**config.mk**
```make
export PLATFORM = sky130hd
export DESIGN_NAME = cpu_core
export DESIGN_NICKNAME = d
export VERILOG_FILES = /design/src/rtl/cpu_core.sv
export SDC_FILE = /design/constraint.sdc
export NUM_CORES = 1
export LEC_CHECK = 0
export ABC_AREA = 0
export BUFFER_PORTS_ARGS = -buffer_cell sky130_fd_sc_hd__buf_2
export CELL_PAD_IN_SITES_DETAIL_PLACEMENT = 0
export CELL_PAD_IN_SITES_GLOBAL_PLACEMENT = 1
export CORE_ASPECT_RATIO = 0.8
export CORE_MARGIN = 2
export CORE_UTILIZATION = 49
export DETAILED_ROUTE_END_ITERATION = 16
export PLACE_DENSITY_LB_ADDON = 0.1
export SLEW_MARGIN = 20
export SYNTH_ARGS = -nofsm -noshare
export SYNTH_HDL_FRONTEND = slang
export SYNTH_SLANG_ARGS = --single-unit
```
**constraint.sdc**
```tcl
create_clock -name clk -period 8.16 [get_ports clk]
set_input_delay 0.408 -clock clk [delete_from_list [all_inputs] [get_ports clk]]
set_output_delay 0.408 -clock clk [all_outputs]
set_load 0.01 [all_outputs]
```
**src/rtl/cpu_core.sv**
```systemverilog
// rtl/cpu_core.sv - 64-bit tagged accumulator CPU on a multiplexed address/data bus
module cpu_core (
  input  logic        clk,
  input  logic        reset,
  input  logic [63:0] i_data,
  input  logic [7:0]  i_tag,
  output logic [63:0] o_ad,
  output logic [7:0]  o_tag,
  output logic        o_astb,
  output logic        o_rd,
  output logic        o_wr
);

  localparam logic [7:0] OP_LD  = 8'h01;
  localparam logic [7:0] OP_ST  = 8'h02;
  localparam logic [7:0] OP_ADD = 8'h03;
  localparam logic [7:0] OP_SUB = 8'h04;
  localparam logic [7:0] OP_AND = 8'h05;
  localparam logic [7:0] OP_OR  = 8'h06;
  localparam logic [7:0] OP_XOR = 8'h07;
  localparam logic [7:0] OP_JMP = 8'h08;
  localparam logic [7:0] OP_JZ  = 8'h09;
  localparam logic [7:0] OP_LDI = 8'h0A;

  typedef enum logic [3:0] {
    S_FA, S_FR, S_FD, S_EX, S_MA, S_MR, S_MC, S_MW, S_HLT
  } state_t;

  state_t      state_q, state_d;
  logic [19:0] pc_q, pc_d;
  logic [63:0] acc_q, acc_d;
  logic [7:0]  atag_q, atag_d;
  logic [63:0] ir_q, ir_d;

  logic        astb, rd, wr;
  logic [63:0] ad;
  logic [7:0]  tag;

  logic [7:0]  op;
  logic [19:0] fld_a;
  logic        unused_ir;

  assign op        = ir_q[63:56];
  assign fld_a     = ir_q[19:0];
  assign unused_ir = ^ir_q[55:20];

  always_ff @(posedge clk or posedge reset) begin
    if (reset) begin
      state_q <= S_FA;
      pc_q    <= '0;
      acc_q   <= '0;
      atag_q  <= '0;
      ir_q    <= '0;
    end else begin
      state_q <= state_d;
      pc_q    <= pc_d;
      acc_q   <= acc_d;
      atag_q  <= atag_d;
      ir_q    <= ir_d;
    end
  end

  always_comb begin
    state_d = state_q;
    pc_d    = pc_q;
    acc_d   = acc_q;
    atag_d  = atag_q;
    ir_d    = ir_q;
    astb    = 1'b0;
    rd      = 1'b0;
    wr      = 1'b0;
    ad      = '0;
    tag     = '0;
    case (state_q)
      S_FA: begin
        astb    = 1'b1;
        ad      = {44'b0, pc_q};
        state_d = S_FR;
      end
      S_FR: begin
        rd      = 1'b1;
        state_d = S_FD;
      end
      S_FD: begin
        ir_d = i_data;
        pc_d = pc_q + 20'd1;
        case (i_data[63:56])
          OP_JMP, OP_JZ, OP_LDI:                      state_d = S_EX;
          OP_LD, OP_ST, OP_ADD, OP_SUB, OP_AND,
          OP_OR, OP_XOR:                              state_d = S_MA;
          default:                                    state_d = S_HLT;
        endcase
      end
      S_EX: begin
        case (op)
          OP_JMP:  pc_d = fld_a;
          OP_JZ:   if (acc_q == 64'd0) pc_d = fld_a;
          OP_LDI:  acc_d = {44'b0, fld_a};
          default: ;
        endcase
        state_d = S_FA;
      end
      S_MA: begin
        astb    = 1'b1;
        ad      = {44'b0, fld_a};
        state_d = (op == OP_ST) ? S_MW : S_MR;
      end
      S_MR: begin
        rd      = 1'b1;
        state_d = S_MC;
      end
      // The operand tag only matters for LD; ALU results keep ATAG.
      S_MC: begin
        case (op)
          OP_LD: begin
            acc_d  = i_data;
            atag_d = i_tag;
          end
          OP_ADD:  acc_d = acc_q + i_data;
          OP_SUB:  acc_d = acc_q - i_data;
          OP_AND:  acc_d = acc_q & i_data;
          OP_OR:   acc_d = acc_q | i_data;
          OP_XOR:  acc_d = acc_q ^ i_data;
          default: ;
        endcase
        state_d = S_FA;
      end
      S_MW: begin
        wr      = 1'b1;
        ad      = acc_q;
        tag     = atag_q;
        state_d = S_FA;
      end
      S_HLT:   state_d = S_HLT;
      default: state_d = S_FA;
    endcase
  end

  // Reset holds the FSM in FA, so the bus is gated to stay quiet while it is asserted.
  assign o_astb = astb & ~reset;
  assign o_rd   = rd & ~reset;
  assign o_wr   = wr & ~reset;
  assign o_ad   = reset ? 64'd0 : ad;
  assign o_tag  = reset ? 8'd0 : tag;

endmodule

```
Yosys cells after proc, flatten, opt, wreduce, memory -nomap -nowiden
Memories as Yosys holds them, arrays and structs flattened.
Cells that the tools add are included.
{ "totals": {"memories": 1, "out_inout_bits": 75, "mem_bits_rw": 0, "wordCells": 64, "regBits": 160, "rom_bits": 64, "latch_bits": 0, "in_bits": 74} }
{ "op_classes": {"n_bitwise": 7, "magnitude_cmp": 0, "reduce_logical": 10, "n_div": 0, "n_shift": 0, "muxes": 16, "n_eq_ne": 22, "addsub": 3, "n_mul": 0} }
{ "memory_table": {"columns": ["memory", "depth", "width", "rd", "rd_clocked_by_memory_dff", "write_ports", "line_no", "rtl"], "rows": [
  ["(no name shown)", 16, 4, 1, 0, 0, "87", "case (i_data[63:56])"]
]} }
{ "op_table": {"columns": ["operator", "n"], "rows": [
  ["$pmux W64 S6", 1],
  ["$pmux W64 S3", 1],
  ["$mux W64", 2],
  ["$pmux W64 S2", 1],
  ["$pmux W20 S2", 2],
  ["$add A64 B64 Y64", 1],
  ["$and A64 B64 Y64", 1],
  ["$logic_not A64 Y1", 1],
  ["$or A64 B64 Y64", 1],
  ["$sub A64 B64 Y64", 1],
  ["$xor A64 B64 Y64", 1],
  ["$eq A8 B3 Y1 const B", 4],
  ["$eq A8 B4 Y1 const B", 3],
  ["$pmux W4 S6", 1],
  ["$add A20 B1 Y20 const B", 1],
  ["$mux W20", 1],
  ["$eq A4 B3 Y1 const B", 4],
  ["$eq A8 B2 Y1 const B", 2],
  ["$mux W8", 2],
  ["$eq A4 B2 Y1 const B", 2],
  ["$eq A8 B1 Y1 const B", 1],
  ["$logic_not A4 Y1", 2],
  ["$ne A7 B2 Y1 const B", 1],
  ["$reduce_and A3 Y1", 2],
  ["other kinds (13)", 19]
]} }

Depth between registers and ports, before layout
Gate-level depths: netlist of the first run.
{ "logic_depth": {"word_depth": 4, "mapped_depth": 24} }

Worst setup path before layout of the first run
Ideal clock, no wire load.
{ "synth_timing": {"kind": "input -> register", "start": "input i_data[20]", "end": "register acc_q[63]", "required_ns": 8.037, "cell_stages": 19, "arrival_time_ns": 4.810, "setup_slack_ns": 3.227, "path_cell_list": "or4_1 -> or4_1 -> or2_1 -> nor2_2 -> nand2_1 -> o41ai_1 -> xnor2_1 -> ha_1 -> and3_1 -> nand2_1 -> or3_1 -> nor3_1 -> o2111ai_1 -> nand3_1 -> a221oi_4 -> o41ai_2 -> a41oi_1 -> o31ai_1 -> o21ai_2"} }
{ "synth_via": {"elab_chain_len": 3, "elab_cells_between_ends": 4} }
{ "synth_lines": {"columns": ["element", "line_no", "rtl"], "rows": [
  ["start: declaration", "5", "input logic [63:0] i_data,"],
  ["$sub A64 B64 Y64 or $add A64 B64 Y64 (tied branches)", "120, 119", null],
  ["$pmux W64 S6 *", "114", "case (op)"],
  ["$pmux W64 S2 *", "74", "case (state_q)"],
  ["end signal: assignment", "51", "acc_q <= '0;"],
  ["end signal: assignment", "57", "acc_q <= acc_d;"],
  ["end: declaration", "31", "logic [63:0] acc_q, acc_d;"]
]} }
Every way passes the cells marked *; elsewhere a longest branch is shown, timed or not.
A chain may end at the register's enable or synchronous reset.

Final worst setup path of the first run
{ "layout_timing": {"start": "register ir_q[60]", "end": "register acc_q[46]"} }
{ "layout_via": {"elab_chain_len": 3, "elab_cells_between_ends": 12} }
{ "layout_lines": {"columns": ["element", "line_no", "rtl"], "rows": [
  ["start: declaration", "33", "logic [63:0] ir_q, ir_d;"],
  ["start signal: assignment", "59", "ir_q <= ir_d;"],
  ["$eq A8 B3 Y1, or another cell as far along", "114", null],
  ["$pmux W64 S6, or another cell as far along", "114", null],
  ["$pmux W64 S2 or $reduce_and A3 Y1 (tied branches)", null, null]
]} }
Several ways; a longest one is shown, not always the timed one.

==> results of run 1 <==
## area by class of cell
cell class | instances | area [um^2] | share of cell area [%]
multi-input cells | 1536 | 10770 | 65.39
diodes | 1 | 2.502 | 0.01519
clock buffers | 17 | 425.4 | 2.583
well taps | 406 | 508.0 | 3.084
clock inverters | 15 | 160.2 | 0.9724
flip-flops and latches | 124 | 3103 | 18.84
inverters | 144 | 543.0 | 3.297
repair buffers | 177 | 958.4 | 5.819
## cells by family (layout without fill, tap and decap cells)
group                    count (synthesis)  in the layout  share of synthesized area (%)
AO/OA/AOI/OAI                          657            657                          28.01
XOR/XNOR                               118            118                          7.038
adder cells (fa/ha/maj)                194            194                          16.46
buffers and inverters                  268            353                          6.826
flip-flops                             124            124                          20.98
multiplexers                            44             44                          3.316
other                                    0              1                              0
AND/OR/NAND/NOR                        523            523                          17.37
## synthesized netlist by cell type, types with 5 or more instances
cell type | n | share of area, %
xor2_1 | 23 | 1.4
nor2_1 | 110 | 2.8
o221ai_1 | 17 | 1.0
o41ai_1 | 7 | 0.41
o22ai_1 | 19 | 0.80
dfrtp_1 | 124 | 21
o21a_1 | 10 | 0.51
a31oi_1 | 24 | 1.0
o2111ai_1 | 5 | 0.30
nand4_1 | 22 | 0.93
a21o_1 | 41 | 2.1
o211ai_1 | 5 | 0.25
nand2_1 | 171 | 4.3
a211oi_1 | 14 | 0.71
o31ai_1 | 18 | 0.91
nor2b_1 | 7 | 0.30
nor4_1 | 74 | 3.1
a221oi_1 | 42 | 2.5
xnor2_1 | 94 | 5.6
nand3_1 | 36 | 1.2
or2_2 | 5 | 0.21
mux2_2 | 40 | 3.0
nand2b_1 | 9 | 0.38
and3_1 | 14 | 0.59
a21oi_1 | 196 | 6.6
buf_1 | 7 | 0.18
clkbuf_1 | 114 | 2.9
a22oi_1 | 49 | 2.5
nor3_1 | 20 | 0.68
and2_1 | 17 | 0.72
o21bai_1 | 8 | 0.41
or3_1 | 8 | 0.34
ha_1 | 193 | 16
inv_1 | 144 | 3.7
o21ai_0 | 172 | 5.8
## metal layers
metal  GRT usage [%]  up-vias
li1                -     7202
met1           49.59     7431
met2           47.66      572
met3           6.524       78
met4           8.612        0
met5               0        -
## critical path, stage by stage (launching register included)
cell,delay (ps)
dfrtp_1,390
nor4_1,400
nor2b_1,460
nand2_1,390
or3_1,730
buf_4,350
a21o_1,240
fa_1,440
nor2b_1,120
o21ai_0,110
o211ai_1,370
a31oi_1,290
o21ai_0,340
a21oi_1,240
o41ai_1,760
a21o_1,240
a22oi_1,80
mux2i_1,170
nand3_1,90
## layout by cell type (no fill, tap or decap), types with 8 or more instances in the layout
| cell type | synthesis | layout |
|---|---|---|
| a211oi_1 | 14 | 14 |
| a21o_1 | 41 | 41 |
| a21oi_1 | 196 | 196 |
| a221oi_1 | 42 | 42 |
| a22oi_1 | 49 | 49 |
| a31oi_1 | 24 | 23 |
| and2_1 | 17 | 17 |
| and3_1 | 14 | 14 |
| buf_2 | 3 | 148 |
| buf_4 | 0 | 29 |
| clkbuf_16 | 0 | 17 |
| dfrtp_1 | 124 | 124 |
| ha_1 | 193 | 193 |
| inv_1 | 144 | 143 |
| mux2_2 | 40 | 40 |
| nand2_1 | 171 | 170 |
| nand2b_1 | 9 | 8 |
| nand3_1 | 36 | 36 |
| nand4_1 | 22 | 22 |
| nor2_1 | 110 | 108 |
| nor3_1 | 20 | 17 |
| nor4_1 | 74 | 73 |
| o21a_1 | 10 | 10 |
| o21ai_0 | 172 | 171 |
| o21bai_1 | 8 | 8 |
| o221ai_1 | 17 | 17 |
| o22ai_1 | 19 | 19 |
| o31ai_1 | 18 | 18 |
| or3_1 | 8 | 8 |
| xnor2_1 | 94 | 94 |
| xor2_1 | 23 | 23 |
## sequential cells by signal, summed over array words and instances, names as in the netlist
name	count
state_q	4
pc_q	20
atag_q	8
acc_q	64
ir_q	28
## metrics by stage
stage / util, % / hold WS, ps
floorplan: - / 472.1
global placement: 53.82 / 482.0
detailed placement: 53.82 / 487.6
CTS: 55.81 / 170.8
global route: 55.82 / 186.2
finish: 55.83 / 182.8
## where the power goes
group	internal, mW	switching [mW]
Clock	0.454	0.351
Combinational	0.630	0.979
Sequential	0.783	0.254
## final timing paths
kind | startpoint | to | slack (ps) | cells after the start
max in group asynchronous | reset | ir_q[0]$_DFFE_PP0P_ | 6710 | 4
max reg2reg | ir_q[60]$_DFFE_PP0P_ | acc_q[46]$_DFFE_PP0P_ | 1820 | 18
min in group asynchronous | reset | acc_q[27]$_DFFE_PP0P_ | 290 | 3
min reg2reg | atag_q[5]$_DFFE_PP0P_ | atag_q[5]$_DFFE_PP0P_ | 500 | 1
max | ir_q[60]$_DFFE_PP0P_ | acc_q[46]$_DFFE_PP0P_ | 1820 | 18
min | i_tag[5] | atag_q[5]$_DFFE_PP0P_ | 180 | 2
==> summary.md, run 1 <==
| Metric | Value |
|---|---|
| Post-synth EDFFs | 0 |
| Setup TNS | 0 ps |
| Seq/Total Area, Yosys | 20.98% |
| Yosys reg bits | 124 |
| Final hold vios | 0 |
| Drt pass-1 iters | 6 |
| Final Max Tran Viols | 0 |
| Met2 WL | 21,460 um |
| Dpl hpwl | 38,270 um |
| Grt ovf | 0 |
| Area post-placement | 0.01588 mm^2 |
| Post-route DRC | 0 |
| Yosys warning total | 0 |
| Port-buffer cells | 148 |
| Routed Antenna Nets | 0 |
| Pleak | 7.701 nW |
| First-pass GRT wire length | 82,860 um |
| Final GP Congestion | 0.9938 |
| Setup violators final | 0 |
| Slew @ Worst Pin | 1140 ps |
| Mapped cell area | 0.01479 mm^2 |
| Clk pin slew, worst setup/hold paths | 70 ps |
| Async set-reset flop share out of synthesis | 100.0% |
| Outcome | completed |
| CTS max path bufs | 2 |
| Critical path arrival | 6660 ps |
| Setup WS pre-CTS | 1845 ps |
| Pwr per Cell Area | 209.6 mW/mm^2 |
| Layout cells sized above 1 | 14.36% |
| Required time of the critical path | 8480 ps |
| Gate Count Post-Synth | 1,928 |
| Design Area, Final | 0.01647 mm^2 |
| Layout Skew | 11.89 ps |
| Final Routed Wirelength | 51,690 um |
| Htree depth | 4 |
| Final setup margin | 1824 ps |
| Fmax | 157.8 MHz |
| Uppermost layer routed | met4 |
| RSZ-0062 raised after global routing | false |
| Initial drt markers | 1,370 |
| DIE WIDTH | 198.3 um |
| All-Layer GR Usage | 33.01% |
| Period utilization | 77.64% |
| Post-CTS Resized | 0 |
| CTS tree | done |
| Inserted Clock Buffers | 17 |
| Met3 WL | 3890 um |
| Fin cells | 2,420 |
| Avg WL per Cell | 21.36 um |
| CTS Sinks | 124 |
| Hold Crit Class | input pin to flip-flop |
| Total nets after synthesis | 2,196 |
| Kind of end point of the critical path | flip-flop |
| Root Driver | clkbuf_16 |
| Critical-path maximum fanout | 23 |
| Unique masters post-synth | 74 |
| Largest net degree at the start of global routing | 67 |
| DIE AREA | 0.03160 mm^2 |
| Vias in the first global route | 14,630 |
| Rel. slew slack | 23.61% |
| Initial antenna violation count | 1 |
| Total of max-cap violations | 0 |
| Mapped Avg Cell Area | 7.672 um^2 |
| Setup bufs post-CTS | 0 |
| Initial Util | 50.14% |
| Dpl cells | 2,387 |
| Final nets | 2,268 |
| Class of the most critical setup path | flip-flop to flip-flop |
| Clk_lat worst skew | 450 ps |
| Row cnt | 56 |
| Tmin final | 6336 ps |
| Io pins | 149 |
| Vias | 15,280 |
| Worst vdd ir | 178.2 uV |
| # hold bufs at CTS | 0 |
| Ys flop type | dfrtp_1 |
| Via/cell ratio | 6.315 |
| Total Power | 3.452 mW |
| Die Y | 159.4 um |
| M1 WL | 25,260 um |
| Startpoint types | flip-flop |
| FILL cells | 2,867 |
| Layout area overhead | 11.34% |
| Core area | 0.02950 mm^2 |
No activity file was read; power rests on OpenSTA's default activity.
==> run 2, diff against run 1 <==
--- a/config.mk
+++ b/config.mk
@@ -11,7 +11,7 @@
 export CELL_PAD_IN_SITES_GLOBAL_PLACEMENT = 1
 export CORE_ASPECT_RATIO = 0.8
 export CORE_MARGIN = 2
-export CORE_UTILIZATION = 49
+export CORE_UTILIZATION = 46
 export DETAILED_ROUTE_END_ITERATION = 16
 export PLACE_DENSITY_LB_ADDON = 0.1
 export SLEW_MARGIN = 20
==> constraint.sdc (replaced) <==
create_clock -name clk -period 6.2 [get_ports clk]
set_input_delay 0.31 -clock clk [delete_from_list [all_inputs] [get_ports clk]]
set_output_delay 0.31 -clock clk [all_outputs]
set_load 0.01 [all_outputs]
==> summary.md, run 2 (synthesis results as in run 1) <==
| Metric | Value |
|---|---|
| Outcome | completed |
| Fin util | 52.49% (-3.3 points) |
| Area of the multi-input gates | 0.01077 mm^2 (unchanged) |
| Number of flip-flops in the largest register | 64 (unchanged) |
| HP Start | i_tag[5] |
| Clk pin slew, worst setup/hold paths | 70 ps (about the same) |
| Setup TNS | 0 ps (unchanged) |
| Critical path arrival | 5720 ps (-940 ps) |
| Vias in the first global route | 14,640 (+0.068%) |
| Largest regs | acc_q (64), ir_q (28), pc_q (20) |
| Biggest register | acc_q |
| Drt pass-1 iters | 6 (unchanged) |
| First-pass GRT wire length | 83,440 um (+0.71%) |
| CTS tree | done |
| Tmin final | 5398 ps |
| Worst R2R Path Depth | 18 (unchanged) |
| Via/cell ratio | 6.232 (-1.3%) |
| Hold Crit Class | input pin to flip-flop |
| Inserted Clock Buffers | 17 (unchanged) |
| Largest delay share family, worst path | simple AND/OR/NAND/NOR gates |
| Critical Path Sink | acc_q[63]$_DFFE_PP0P_ |
| WP depth | 20 (+2) |
| CP max stage cell | or4_1 |
| Worst-path cell chain | buf_2 > or4_1 > or4_1 > or2_1 > nor2_2 > nand2_1 > o41ai_1 > xnor2_1 > ha_1 > and3_1 > nand2_1 > or3_1 > nor3_1 > o2111ai_1 > nand3_1 > a221oi_4 > o41ai_2 > a41oi_1 > o31ai_1 > o21ai_2 |
| Htree depth | 4 (unchanged) |
| Layout Skew | 14.21 ps (+2.316 ps) |
| Reg area | 0.003103 mm^2 (unchanged) |
| Root Driver | clkbuf_16 |
| Initial drt markers | 1,458 (+6.4%) |
| All-Layer GR Usage | 31.65% (-1.4 points) |
| Initial Util | 46.86% (-3.3 points) |
| Grt ovf | 0 (unchanged) |
| Setup crit start | i_data[20] |
| Row cnt | 58 (+3.6%) |
| Required time of the critical path | 6520 ps (-1960 ps) |
| Routed Antenna Nets | 0 (unchanged) |
| FILL cells | 3,111 (+8.5%) |
| Slew @ Worst Pin | 1132 ps (-8.308 ps) |
| DIE WIDTH | 204.5 um (+3.1%) |
| Worst reg2reg path startpoint | ir_q[60]$_DFFE_PP0P_ |
| CTS Sinks | 124 (unchanged) |
| Setup WS pre-CTS | 486.1 ps (-1359 ps) |
| DIE AREA | 0.03362 mm^2 (+6.4%) |
| Class of the most critical setup path | input pin to flip-flop |
| Largest net degree at the start of global routing | 65 (-3.0%) |
| Die Y | 164.4 um (+3.1%) |
| Pleak | 7.741 nW (+0.52%) |
| Antenna Cells | 0 (-1) |
| Clk_lat worst skew | 450 ps (about the same) |
| Port-buffer cells | 148 (unchanged) |
| Buf/Inv on CP | 1 (unchanged) |
| Fmax | 185.3 MHz |
| R2R Setup Slk | 820 ps (-1000 ps) |
| Post-CTS Resized | 0 (unchanged) |
| Final setup margin | 802.1 ps (-1022 ps) |
| Most common cell after layout, fill and taps aside | a21oi_1 |
| Rel. slew slack | 24.17% (+0.56 points) |
| RSZ-0062 raised after global routing | false |
| Kind of end point of the critical path | flip-flop |
| Core area | 0.03157 mm^2 (+7.0%) |
| Vias | 15,190 (-0.63%) |
| Post-route DRC | 0 (unchanged) |
| Initial antenna violation count | 1 (unchanged) |
| Slowest stage delay, CP | 520 ps (-240 ps) |
| Total of max-cap violations | 0 (unchanged) |
| Dpl hpwl | 38,730 um (+1.2%) |
| Layout area overhead | 12.02% |
| # hold bufs at CTS | 0 (unchanged) |
| Worst vdd ir | 184.0 uV (+3.2%) |
| Setup bufs post-CTS | 0 (unchanged) |
| Final hold vios | 0 (unchanged) |
| RR Endpoint | acc_q[62]$_DFFE_PP0P_ |
| Pwr per Cell Area | 280.9 mW/mm^2 (+34%) |
| Io pins | 149 (unchanged) |
| Avg WL per Cell | 21.51 um (+0.73%) |
| Final Routed Wirelength | 52,430 um (+1.4%) |
| Most frequent cells in the layout | a21oi_1, ha_1, o21ai_0, nand2_1, buf_2 |
| Layout cells sized above 1 | 14.53% (+0.17 points) |
| Final Max Tran Viols | 0 (unchanged) |
| Final GP Congestion | 0.9452 (-4.9%) |
| Startpoint types | input pin |
| Critical-path maximum fanout | 7 (-70%) |
| Setup violators final | 0 (unchanged) |
| Final nets | 2,272 (+0.18%) |
| CTS max path bufs | 2 (unchanged) |
| Period utilization | 87.06% |
## run 2: through the flow
stage	hold WS [ps]	power (mW)	std cells	instance area, um^2
finish	94.50	4.655	2437	16570
global route	84.84	4.969	2437	16570
CTS	83.26	4.625	2437	16560
detailed placement	487.3	3.466	2405	15930
global placement	481.8	3.438	2405	15930
floorplan	457.3	2.789	1928	14790
## run 2: how the worst min path moves through the flow
| stage | to | slack [ps] | depth (start not counted) |
|---|---|---|---|
| floorplan | acc_q[34]$_DFFE_PP0P_ | 460 | 2 |
| global route | atag_q[1]$_DFFE_PP0P_ | 80 | 2 |
| global placement | atag_q[7]$_DFFE_PP0P_ | 480 | 1 |
| detailed placement | atag_q[2]$_DFFE_PP0P_ | 490 | 1 |
| finish | atag_q[5]$_DFFE_PP0P_ | 90 | 2 |
| CTS | atag_q[5]$_DFFE_PP0P_ | 80 | 2 |
## run 2: report_power, final
group	total (mW)	switching, mW	internal [mW]
Clock	1.15	0.469	0.682
Sequential	1.34	0.306	1.03
Combinational	2.17	1.33	0.839
Total	4.65	2.10	2.55
## run 2: final cells by class
| cell class | count | share of cell area [%] |
|---|---|---|
| Clock buffer | 17 | 2.567 |
| Clock inverter | 15 | 1.284 |
| Inverter | 144 | 3.292 |
| Multi-Input combinational cell | 1536 | 64.99 |
| Sequential cell | 124 | 18.73 |
| Tap cell | 420 | 3.171 |
| Timing Repair Buffer | 181 | 5.965 |
## run 2: metal layers
layer,global-route usage (%),routed length [um],vias up
met2,48.10,22670,555
met1,46.84,25520,7352
li1,-,-,7213
met5,0,0,-
met3,5.643,3492,67
met4,6.061,746,0
